<file path="config.mk">
export PLATFORM = sky130hd
export DESIGN_NAME = add_accum_stage
export DESIGN_NICKNAME = d
export VERILOG_FILES = /design/src/rtl/add_accum_stage_pkg.sv /design/src/rtl/add_accum_stage_rca.sv /design/src/rtl/add_accum_stage.sv
export SDC_FILE = /design/constraint.sdc
export NUM_CORES = 1
export LEC_CHECK = 0
export BUFFER_PORTS_ARGS = -buffer_cell sky130_fd_sc_hd__buf_4
export CAP_MARGIN = 25
export CELL_PAD_IN_SITES_DETAIL_PLACEMENT = 0
export CELL_PAD_IN_SITES_GLOBAL_PLACEMENT = 1
export CORE_MARGIN = 5
export CORE_UTILIZATION = 39
export CTS_BUF_LIST = sky130_fd_sc_hd__clkbuf_4
export CTS_CLUSTER_DIAMETER = 30
export DETAILED_ROUTE_END_ITERATION = 10
export GPL_TIMING_DRIVEN = 0
export PLACE_DENSITY = 0.76
export SLEW_MARGIN = 0
export SYNTH_ARGS = -nofsm -noshare
export SYNTH_HDL_FRONTEND = slang
export SYNTH_SLANG_ARGS = --single-unit
</file>
<file path="constraint.sdc">
create_clock -name clk -period 2.15 [get_ports clk]
set_input_delay 0.43 -clock clk [delete_from_list [all_inputs] [get_ports clk]]
set_output_delay 0.43 -clock clk [all_outputs]
set_load 0.02 [all_outputs]
</file>
<file path="src/rtl/add_accum_stage_pkg.sv">
// Shared types and default sizing for the accumulate stage.
package add_pkg;

    localparam int unsigned DEFAULT_WIDTH = 4;
    localparam int unsigned DEFAULT_CNTW  = 4;

    typedef enum logic [1:0] {
        IDLE,
        ACCUM,
        DONE
    } state_t;

endpackage

</file>
<file path="src/rtl/add_accum_stage_rca.sv">
// Ripple-carry adder built from a chain of full-adder cells; c_out is the MSB carry.
module rca_n #(
    parameter int unsigned WIDTH = 4
) (
    input  logic [WIDTH-1:0] a,
    input  logic [WIDTH-1:0] b,
    input  logic             c_in,
    output logic [WIDTH-1:0] s,
    output logic             c_out
);

    logic carry;

    always_comb begin
        carry = c_in;
        s     = '0;
        for (int unsigned i = 0; i < WIDTH; i++) begin
            s[i]  = a[i] ^ b[i] ^ carry;
            carry = (a[i] & b[i]) | (carry & (a[i] ^ b[i]));
        end
        c_out = carry;
    end

endmodule

</file>
<file path="src/rtl/add_accum_stage.sv">
// Counted-operand accumulator with valid/ready handshakes on both sides.
// Define SATURATE_EN to clamp the accumulator to all-ones once a carry-out occurs.
module add_accum_stage
    import add_pkg::*;
#(
    parameter int unsigned WIDTH = DEFAULT_WIDTH,
    parameter int unsigned CNTW  = DEFAULT_CNTW
) (
    input  logic             clk,
    input  logic             reset,
    input  logic             start,
    input  logic [CNTW-1:0]  count,
    input  logic             in_valid,
    output logic             in_ready,
    input  logic [WIDTH-1:0] in_data,
    output logic             out_valid,
    input  logic             out_ready,
    output logic [WIDTH-1:0] out_sum,
    output logic             out_ovf,
    output logic             busy
);

    state_t            state_q, state_d;
    logic [WIDTH-1:0]  acc_q, acc_d;
    logic [CNTW-1:0]   rem_q, rem_d;
    logic              ovf_q, ovf_d;

    logic [WIDTH-1:0]  add_s;
    logic              add_c;

    rca_n #(.WIDTH(WIDTH)) u_rca (
        .a     (acc_q),
        .b     (in_data),
        .c_in  (1'b0),
        .s     (add_s),
        .c_out (add_c)
    );

    always_ff @(posedge clk or posedge reset) begin
        if (reset) begin
            state_q <= IDLE;
            acc_q   <= '0;
            rem_q   <= '0;
            ovf_q   <= 1'b0;
        end else begin
            state_q <= state_d;
            acc_q   <= acc_d;
            rem_q   <= rem_d;
            ovf_q   <= ovf_d;
        end
    end

    always_comb begin
        state_d = state_q;
        acc_d   = acc_q;
        rem_d   = rem_q;
        ovf_d   = ovf_q;
        unique case (state_q)
            IDLE: begin
                if (start) begin
                    acc_d   = '0;
                    ovf_d   = 1'b0;
                    rem_d   = count;
                    state_d = (count != '0) ? ACCUM : DONE;
                end
            end
            ACCUM: begin
                // in_ready is 1 throughout ACCUM, so in_valid alone marks a transfer
                if (in_valid) begin
                    acc_d = add_s;
                    ovf_d = ovf_q | add_c;
`ifdef SATURATE_EN
                    if (add_c || ovf_q) begin
                        acc_d = '1;
                    end
`endif
                    rem_d = rem_q - CNTW'(1);
                    if (rem_q == CNTW'(1)) begin
                        state_d = DONE;
                    end
                end
            end
            DONE: begin
                if (out_ready) begin
                    state_d = IDLE;
                end
            end
            default: state_d = IDLE;
        endcase
    end

    assign in_ready  = (state_q == ACCUM);
    assign out_valid = (state_q == DONE);
    assign busy      = (state_q != IDLE);
    assign out_sum   = out_valid ? acc_q : '0;
    assign out_ovf   = out_valid & ovf_q;

endmodule
</file>
==> flow_metrics.tcl, run 1 <==
set metrics [dict create \
    fmax_ghz 0.496 \
    grt_start_max_net_pins 12 \
    p_leak_nw 0.462 \
    row_count 15 \
    wl_um 1740 \
    cp-end-kind "register" \
    area_delta_synth_final_pct 29.4 \
    clkTransAtPathRegs_ns 0.08 \
    whs_ns 0.165 \
    cts_num_sinks 11 \
    vias_per_cell 5.33 \
    drc_errors 0 \
    first_global_vias 640 \
    reg2reg_depth 7 \
    fp.dieArea_um2 2830 \
    yosysSeqAreaShare 0.379 \
    stdcell_area_um2 941 \
    rrSetupSlack_ns 0.13 \
    run_status "completed" \
    path_class "register to register" \
    grt_pass1_wl_um 2960 \
    seq_area_um2 275 \
    coreArea_um2 1750 \
    placed_area_um2 908 \
    antenna_left 0 \
    crit_required_ns 2.36 \
    use_met2 0.233 \
    start_util 0.416 \
    use_met3 0.0282 \
    die-height_um 53.2 \
    grt_usage 0.147 \
    r2r_start "acc_q[0]$_DFFE_PP0P_" \
    io_buffer_count 20 \
    synthAdderAreaFrac 0.134 \
    dpl.hpwl_um 1340 \
    clk_latency_ns 0.27 \
    critPathArrivalTime_ns 2.23 \
    first_pass_iters 4 \
    clock_skew_ns 0.00113 \
    maxSlewViolCount 0 \
    r2r_end "acc_q[3]$_DFFE_PP0P_" \
    synth_top_family_by_area "compound AO/OA/AOI/OAI gates" \
    muxShareOfSynthArea 0.0293 \
    vias 661 \
    synthesis.nets 94 \
    synthSimpleGateAreaFrac 0.188 \
    drive_gt1_frac 0.293 \
    nets 119 \
    antenna_found_initial 0 \
    syn_inst 75 \
    cts_max_level 1 \
    synth-compound-area-share 0.194 \
    ys_warn_count 0 \
    drt_iter0_markers 13 \
    place.gp.congestion 0.791 \
    die_width_um 53.2 \
    yosysUniqueCellTypes 32 \
    busiest_layer "met2" \
    diodes 0 \
    drv_cap 0 \
    cts-root-buf "clkbuf_4" \
    startpoint_type "register" \
    synthFlopType "dfrtp_1" \
    max-slew-margin-rel 0.655 \
    use_met1 0.192 \
    hold_path_class "primary input to asynchronous set/reset pin" \
    cts_buffers 3 \
    period_share 0.939 \
    async_flop_share 1.00 \
    grt_overflow 0 \
    ir_drop_uv 584 \
    rsz0062_at_grt "no" \
    multiInputGateArea_um2 399 \
    post_cts_buffers 0 \
    nFillCells 175 \
    synth.avg_cell_area_um2 9.69 \
    io_pins 21 \
    finalSetupViolations 0 \
    clockBufferDepth 2 \
    worst_slew_pin_slew_ns 0.503 \
    critPathMaxFanout 3 \
    finalCriticalPeriod_ns 2.02 \
    tritoncts "yes" \
    yosys.area_share.xor_xnor 0 \
    hold_viol 0 \
    ys_ff_latch 11 \
    powerDensity_nw_per_um2 1280 \
    synth_edf_count 0 \
    syn_area_um2 727 \
    detail_route.wl_per_cell_um 14.1 \
]
## synth_stat cells, drive strengths merged, types with 2 or more instances
cell type  instances  area share
nand2              3       0.015
nor3               2       0.014
dfrtp             11        0.38
a211oi             2       0.021
nor4               2       0.017
buf                2       0.014
inv               11       0.057
ha                 3       0.052
and3               5       0.043
o21ai              5       0.034
fa                 3       0.083
a311oi             2       0.024
a22o               4       0.048
nor2               2       0.010
nor3b              2       0.021
nor2b              2       0.017
## where the power goes
part | switching, mW | leakage (nW) | total, mW | internal [mW]
Combinational | 0.357 | 0.310 | 0.650 | 0.292
Sequential | 0.0945 | 0.133 | 0.397 | 0.303
Clock | 0.0752 | 0.0184 | 0.160 | 0.0843
Total | 0.527 | 0.462 | 1.21 | 0.680
## stage by stage
stage / setup WS (ns) / power (mW) / utilization / setup TNS, ns / instances
after global routing: 0.0256 / 1.33 / 0.539 / 0 / 124
after global placement: -0.0513 / 1.05 / 0.520 / -0.0513 / 120
final: 0.132 / 1.21 / 0.539 / 0 / 124
after floorplan: 0.122 / 0.847 / - / 0 / 75
after detailed placement: -0.0656 / 1.05 / 0.520 / -0.0656 / 120
after CTS: 0.0821 / 1.22 / 0.538 / 0 / 124
## worst max-delay path: stages, from the launching register on
cell     delay [ns]
dfrtp_1        0.40
ha_1           0.19
fa_1           0.38
fa_2           0.34
inv_1          0.07
fa_1           0.40
inv_1          0.06
a22o_1         0.12
## routing by layer
| metal | share of wire | up-vias |
|---|---|---|
| met1 | 0.48 | 328 |
| met3 | 0.049 | 2 |
| met2 | 0.46 | 15 |
| li1 | - | 316 |
| met4 | 0.0098 | 0 |
| met5 | 0 | - |
## area by class of cell
| cell class | instances | share of cell area |
|---|---|---|
| inverters | 11 | 0.0439 |
| repair buffers | 20 | 0.160 |
| plain buffers | 3 | 0.0146 |
| multi-input cells | 50 | 0.424 |
| flip-flops and latches | 11 | 0.293 |
| clock buffers | 4 | 0.0319 |
| well taps | 25 | 0.0332 |
## state kept, by name, indices dropped and copies added (netlist names)
register  flops
acc_q         4
rem_q         4
state_q       2
ovf_q         1
## layout by cell type (no fill, tap or decap), types with 2 or more instances in the layout
cell type   n
nor2b_1     2
and3_1      5
nor4_1      2
nor3_1      2
o21ai_1     2
nor3b_1     2
dfrtp_1    11
buf_4      20
inv_1       9
a211oi_1    2
a311oi_1    2
o21ai_0     3
inv_2       2
fa_1        2
ha_1        3
a22o_1      4
buf_2       2
nand2_1     3
nor2_1      2
clkbuf_4    4
## worst max-delay path by stage
stage / start / to / slack (ns) / depth (start not counted)
2_1_floorplan: in_data[0] / acc_q[3]$_DFFE_PP0P_ / 0.12 / 7
3_3_place_gp: in_data[0] / acc_q[3]$_DFFE_PP0P_ / -0.05 / 8
3_5_place_dp: in_data[0] / acc_q[3]$_DFFE_PP0P_ / -0.07 / 8
4_1_cts: acc_q[0]$_DFFE_PP0P_ / acc_q[3]$_DFFE_PP0P_ / 0.08 / 7
5_1_grt: acc_q[0]$_DFFE_PP0P_ / acc_q[3]$_DFFE_PP0P_ / 0.03 / 7
6_report: acc_q[0]$_DFFE_PP0P_ / acc_q[3]$_DFFE_PP0P_ / 0.13 / 7
## cells by family after synthesis
kind of cell	after synthesis
simple gates	23
compound gates	19
buf+inv	14
flops	11
fa+ha+maj	6
mux	2
## repair_timing
item | 4_1_cts | 5_1_grt
gates resized for setup | 0 | 1
hold buffers | 0 | 0
setup endpoints to repair | 0 | 1
No activity file was read; power rests on OpenSTA's default activity.
==> run 2, diff against run 1 <==
- SETUP_SLACK_MARGIN: default -> 0.5
==> run 2 against run 1 <==
Net effect:
- worst hold slack worse by 0.010 ns
- critical endpoint unchanged
- critical path depth unchanged
- combinational power up 32%
- power up 16%
- first-iteration DRC count down 62%
- via count up 1.5%
- global-route usage up 0.21 points
- clock skew up 0.0044 ns
- worst setup slack better by 0.048 ns
- core utilization up 8.1 points
- wire length up 6.5%
==> flow_metrics.tcl, run 2 (synthesized netlist as in run 1, its figures left out) <==
set metrics [dict create \
    final_common_cell "buf_4" \
    period_share 0.916 \
    reg_top3 "acc_q x4, rem_q x4, state_q x2" \
    vias 671 \
    grt_start_max_net_pins 12 \
    critPathMaxFanout 2 \
    finalSetupViolations 0 \
    clockBufferDepth 2 \
    crit_end "acc_q[3]$_DFFE_PP0P_" \
    path_class "register to register" \
    die-height_um 53.2 \
    powerDensity_nw_per_um2 1290 \
    r2r_start "acc_q[0]$_DFFE_PP0P_" \
    first_global_vias 665 \
    stdcell_count 133 \
    final_cell_mix "buf_4, dfrtp_1, inv_1, buf_6, a22o_1" \
    rsz0062_at_grt "yes" \
    place.gp.congestion 0.793 \
    cts_max_level 1 \
    grt_overflow 0 \
    wl_um 1860 \
    p_leak_nw 0.508 \
    cts_buffers 3 \
    cts_num_sinks 11 \
    grt_pass1_wl_um 2990 \
    crit_start "acc_q[0]$_DFFE_PP0P_" \
    critPathArrivalTime_ns 2.18 \
    cts-root-buf "clkbuf_4" \
    detail_route.wl_per_cell_um 14.0 \
    first_pass_iters 3 \
    io_pins 21 \
    antenna_found_initial 0 \
    crit_required_ns 2.36 \
    dpl.hpwl_um 1360 \
    nets 128 \
    worst_slew_pin_slew_ns 0.550 \
    tritoncts "yes" \
    cts_hold_repair.buffers 0 \
    clock_skew_ns 0.00554 \
    drt_iter0_markers 5 \
    clkTransAtPathRegs_ns 0.08 \
    placed_area_um2 928 \
    fmax_ghz 0.508 \
    grt_usage 0.149 \
    crit_path_cell_trace "ha_4 > fa_2 > fa_2 > inv_2 > fa_2 > inv_1 > a22o_1" \
    r2r_end "acc_q[3]$_DFFE_PP0P_" \
    row_count 15 \
    io_buffer_count 20 \
    whs_ns 0.155 \
    slowest_delay_ns 0.41 \
    place_ws_ns -0.0217 \
    ir_drop_uv 623 \
    drive_gt1_frac 0.454 \
    die_width_um 53.2 \
    reg2reg_depth 7 \
    cp-end-kind "register" \
    start_util 0.416 \
    rrSetupSlack_ns 0.18 \
    drc_errors 0 \
    maxSlewViolCount 0 \
    crit_top_cell "fa_2" \
    fp.dieArea_um2 2830 \
    area_delta_synth_final_pct 48.9 \
    hold_path_class "primary input to asynchronous set/reset pin" \
    dpl.cell_count 120 \
    final.setup.worst_slack_ns 0.180 \
    hold_viol 0 \
    clk_latency_ns 0.27 \
    coreArea_um2 1750 \
    antenna_left 0 \
    vias_per_cell 5.05 \
    run_status "completed" \
    finalCriticalPeriod_ns 1.97 \
    stdcell_area_um2 1080 \
    max-slew-margin-rel 0.631 \
    slowest_stage "dfrtp_1" \
    drv_cap 0 \
    diodes 0 \
    startpoint_type "register" \
]
run 2: cell count changes in the layout (fill, tap and decap cells not counted), sizes merged:
cell    before  now
clkbuf       5    3
buf         22   32
clkinv       0    1
run 2: how the worst min path moves through the flow:
stage / cells after the start / slack, ns / endpoint / start
final: 2 / 0.15 / acc_q[1]$_DFFE_PP0P_ / reset
after global routing: 2 / 0.19 / acc_q[1]$_DFFE_PP0P_ / reset
after CTS: 2 / 0.17 / acc_q[1]$_DFFE_PP0P_ / reset
after detailed placement: 2 / 0.47 / acc_q[1]$_DFFE_PP0P_ / reset
after global placement: 2 / 0.46 / acc_q[1]$_DFFE_PP0P_ / reset
after floorplan: 1 / 0.28 / acc_q[0]$_DFFE_PP0P_ / reset
run 2: where the power goes:
part / internal, mW / switching (mW) / total [mW] / leakage, nW
Sequential: 0.305 / 0.0945 / 0.399 / 0.132
Clock: 0.0688 / 0.0746 / 0.143 / 0.0177
Combinational: 0.442 / 0.413 / 0.855 / 0.358
Total: 0.816 / 0.582 / 1.40 / 0.508
run 2: what timing repair did:
action,4_1_cts,5_1_grt
pin swaps,2,0
setup buffers,2,7
resized for setup,6,13
endpoints found under the setup margin,10,9
run 2: cell type report:
cell class,instances,area [um2]
repair buffers,29,233
inverters,11,48.8
plain buffers,3,27.5
clock buffers,3,22.5
well taps,25,31.3
fillers,164,663
flip-flops and latches,11,277
clock inverters,1,5.00
multi-input cells,50,438
run 2: stage by stage:
stage	utilization	power, mW	TNS, ns
2_1_floorplan	-	0.862	0
3_3_place_gp	0.532	1.07	0
3_5_place_dp	0.532	1.08	-0.0217
4_1_cts	0.564	1.28	0
5_1_grt	0.620	1.53	0
6_report	0.620	1.40	0
run 2: layer usage:
layer  global-route usage  routed length [um]  up-vias
met5                    0                   0        -
met4               0.0766                  17        0
met3               0.0254                  36        2
met2                0.229                 914        8
met1                0.198                 889      323
li1                     -                   -      338
run 2: critical path: cells and delay by family, from the launching register on:
kind / cells / cell delay (ns)
adder cells (fa/ha/maj): 4 / 1.26
AO/OA/AOI/OAI: 1 / 0.13
buffers and inverters: 2 / 0.12
flip-flops: 1 / 0.41
==> run 3, diff against run 2 <==
- ABC_AREA: default -> 1
- CORE_ASPECT_RATIO: default -> 1.2
- CORE_UTILIZATION: 39 -> 37
- PLACE_DENSITY: 0.76 -> 0.75
==> run 3 against run 2 <==
Net effect:
- flip-flop and latch count stayed put
- clock-buffer cell count stayed put
- non-clock buffer count is 8 lower
- combinational power is 13% lower
- core utilization is 8.2 points lower
- synthesized cell count is 32% higher
- worst hold slack worse by 0.0070 ns
- highest routed layer unchanged
==> flow_metrics.tcl, run 3 <==
set metrics [dict create \
    clockBufferDepth 2 \
    critPathArrivalTime_ns 2.20 \
    cts_num_sinks 11 \
    io_buffer_count 20 \
    placed_area_um2 946 \
    antenna_left 0 \
    clkPwrFrac 0.117 \
    detail_route.wl_per_cell_um 12.7 \
    combPwrFrac 0.586 \
    critPathMaxFanout 2 \
    multiInputGateArea_um2 444 \
    maxSlewViolCount 0 \
    diodes 0 \
    drt_iter0_markers 10 \
    finalCriticalPeriod_ns 1.99 \
    hold_path_class "primary input to asynchronous set/reset pin" \
    worst_slew_pin_slew_ns 0.451 \
    finalSetupViolations 0 \
    finalSetupTns_ns 0 \
    first_global_vias 717 \
    sw_frac_of_total 0.465 \
    slowest_stage "fa_2" \
    stdcell_count 146 \
    dpl.cell_count 138 \
    stdcell_area_um2 1020 \
    fp.dieArea_um2 3040 \
    grt_usage 0.143 \
    cts_hold_repair.buffers 0 \
    syn_inst 99 \
    hold_viol 0 \
    switchingPower_mw 0.591 \
    powerDensity_nw_per_um2 1250 \
    synth_top_cell_by_area "dfrtp_1" \
    nFillCells 194 \
    tritoncts "yes" \
    clkTransAtPathRegs_ns 0.09 \
    synth.most_common_cell "nand2_1" \
    rsz0062_at_grt "yes" \
    final_common_cell "buf_4" \
    async_flop_share 1.00 \
    crit_top_cell "fa_2" \
    crit_buf_inv 1 \
    place.gp.congestion 0.724 \
    crit_required_ns 2.36 \
    syn_area_um2 752 \
    crit_path_cell_trace "ha_4 > fa_2 > fa_2 > inv_2 > fa_2 > o22ai_1" \
    nets 147 \
    yosys-top-cells-count "nand2_1, inv_1, nor2_1" \
    ys_warn_count 0 \
    grt_start_max_net_pins 12 \
    ys_ff_latch 11 \
    synthTopCellsByArea "dfrtp_1, nand2_1, fa_1" \
    synth_top_area_share 0.366 \
    fmax_ghz 0.501 \
    max-slew-margin-rel 0.699 \
    drv_cap 0 \
    grt_overflow 0 \
    clock_skew_ns 0.0118 \
    slowest_delay_ns 0.42 \
    synthesis.nets 118 \
    ir_drop_uv 618 \
    yosysSeqAreaShare 0.366 \
    drc_errors 0 \
    cts_max_level 1 \
    final_cell_mix "buf_4, nand2_1, inv_1, dfrtp_1, nor2_1" \
    area_delta_synth_final_pct 35.4 \
    cts_buffers 3 \
    postLayoutCoreUtil 0.538 \
    antenna_found_initial 0 \
    vias_per_cell 4.80 \
    clk_latency_ns 0.28 \
    seq_area_um2 275 \
    p_int_mw 0.681 \
    p_leak_nw 0.537 \
    path_class "register to register" \
    first_pass_iters 4 \
    grt_pass1_wl_um 3210 \
    cp_top_family "adder cells" \
    seqPwrFrac 0.296 \
    cts-root-buf "clkbuf_4" \
    startpoint_type "register" \
    synth_edf_count 0 \
    vias 701 \
    dpl.hpwl_um 1430 \
    die-height_um 59.4 \
    start_util 0.397 \
    cp-end-kind "register" \
    die_width_um 51.2 \
    drive_gt1_frac 0.346 \
    io_pins 21 \
    reg_top3 "acc_q x4, rem_q x4, state_q x2" \
    row_count 17 \
    synthFlopType "dfrtp_1" \
    synth.avg_cell_area_um2 7.60 \
    run_status "completed" \
    yosysUniqueCellTypes 19 \
    coreArea_um2 1890 \
    wl_um 1860 \
    period_share 0.928 \
]
-- run 3: changes by cell type in the layout (fill, tap and decap cells not counted), moves of 4 or more --
cell / previous run / this run
a22o_1: 4 / 0
buf_6: 6 / 0
inv_1: 8 / 15
nand2_1: 3 / 21
nand3_1: 0 / 8
nor2_1: 2 / 10
o21ai_0: 3 / 7
-- run 3: layer usage --
metal	vias up	track usage	share of wire
met5	-	0	0
li1	364	-	-
met4	0	0.0577	0.0065
met2	17	0.223	0.46
met1	318	0.187	0.48
met3	2	0.0378	0.056
-- run 3: timing repair --
| item | in CTS | in global routing |
|---|---|---|
| gates resized for setup | 2 | 2 |
| pin swaps | 0 | 1 |
| cloned | 0 | 0 |
| setup buffers | 0 | 4 |
| setup endpoints to repair | 7 | 10 |
-- run 3: worst paths after layout --
kind	endpoint	slack, ns	cells past startpoint	start
hold / removal	rem_q[2]$_DFFE_PP0P_	0.15	2	reset
hold reg to reg	ovf_q$_DFFE_PP0P_	0.53	1	ovf_q$_DFFE_PP0P_
setup / recovery	acc_q[3]$_DFFE_PP0P_	0.16	6	acc_q[0]$_DFFE_PP0P_
min in group clk	state_q[1]$_DFFE_PP0P_	0.44	4	out_ready
setup reg to reg	acc_q[3]$_DFFE_PP0P_	0.16	6	acc_q[0]$_DFFE_PP0P_
max in group asynchronous	state_q[1]$_DFFE_PP0P_	1.68	2	reset
-- run 3: final cells by class --
| class | instances | area share |
|---|---|---|
| multi-input cells | 70 | 0.436 |
| flip-flops and latches | 11 | 0.270 |
| repair buffers | 24 | 0.177 |
| inverters | 18 | 0.0663 |
| well taps | 19 | 0.0233 |
| clock buffers | 3 | 0.0221 |
| clock inverters | 1 | 0.00491 |
-- run 3: kinds of logic after synthesis --
logic type / Yosys count / synth area share
compound gates: 15 / 0.108
xor+xnor: 1 / 0.0116
fa+ha+maj: 6 / 0.130
buf+inv: 18 / 0.0899
flops: 11 / 0.366
simple gates: 48 / 0.295
-- run 3: power groups by stage --
stage	registers (mW)	logic, mW	clock network (mW)
detailed placement	0.378	0.677	0
global route	0.391	0.859	0.163
floorplan	0.361	0.492	0
global placement	0.374	0.662	0
finish	0.377	0.746	0.149
CTS	0.376	0.692	0.151
-- run 3: stage by stage --
step                setup slack [ns]  power (mW)  hold WS [ns]
detailed placement           0.00478        1.05         0.483
global placement              0.0229        1.04         0.474
floorplan                      0.188       0.853         0.282
CTS                            0.151        1.22         0.178
global route                   0.107        1.41         0.192
finish                         0.155        1.27         0.148
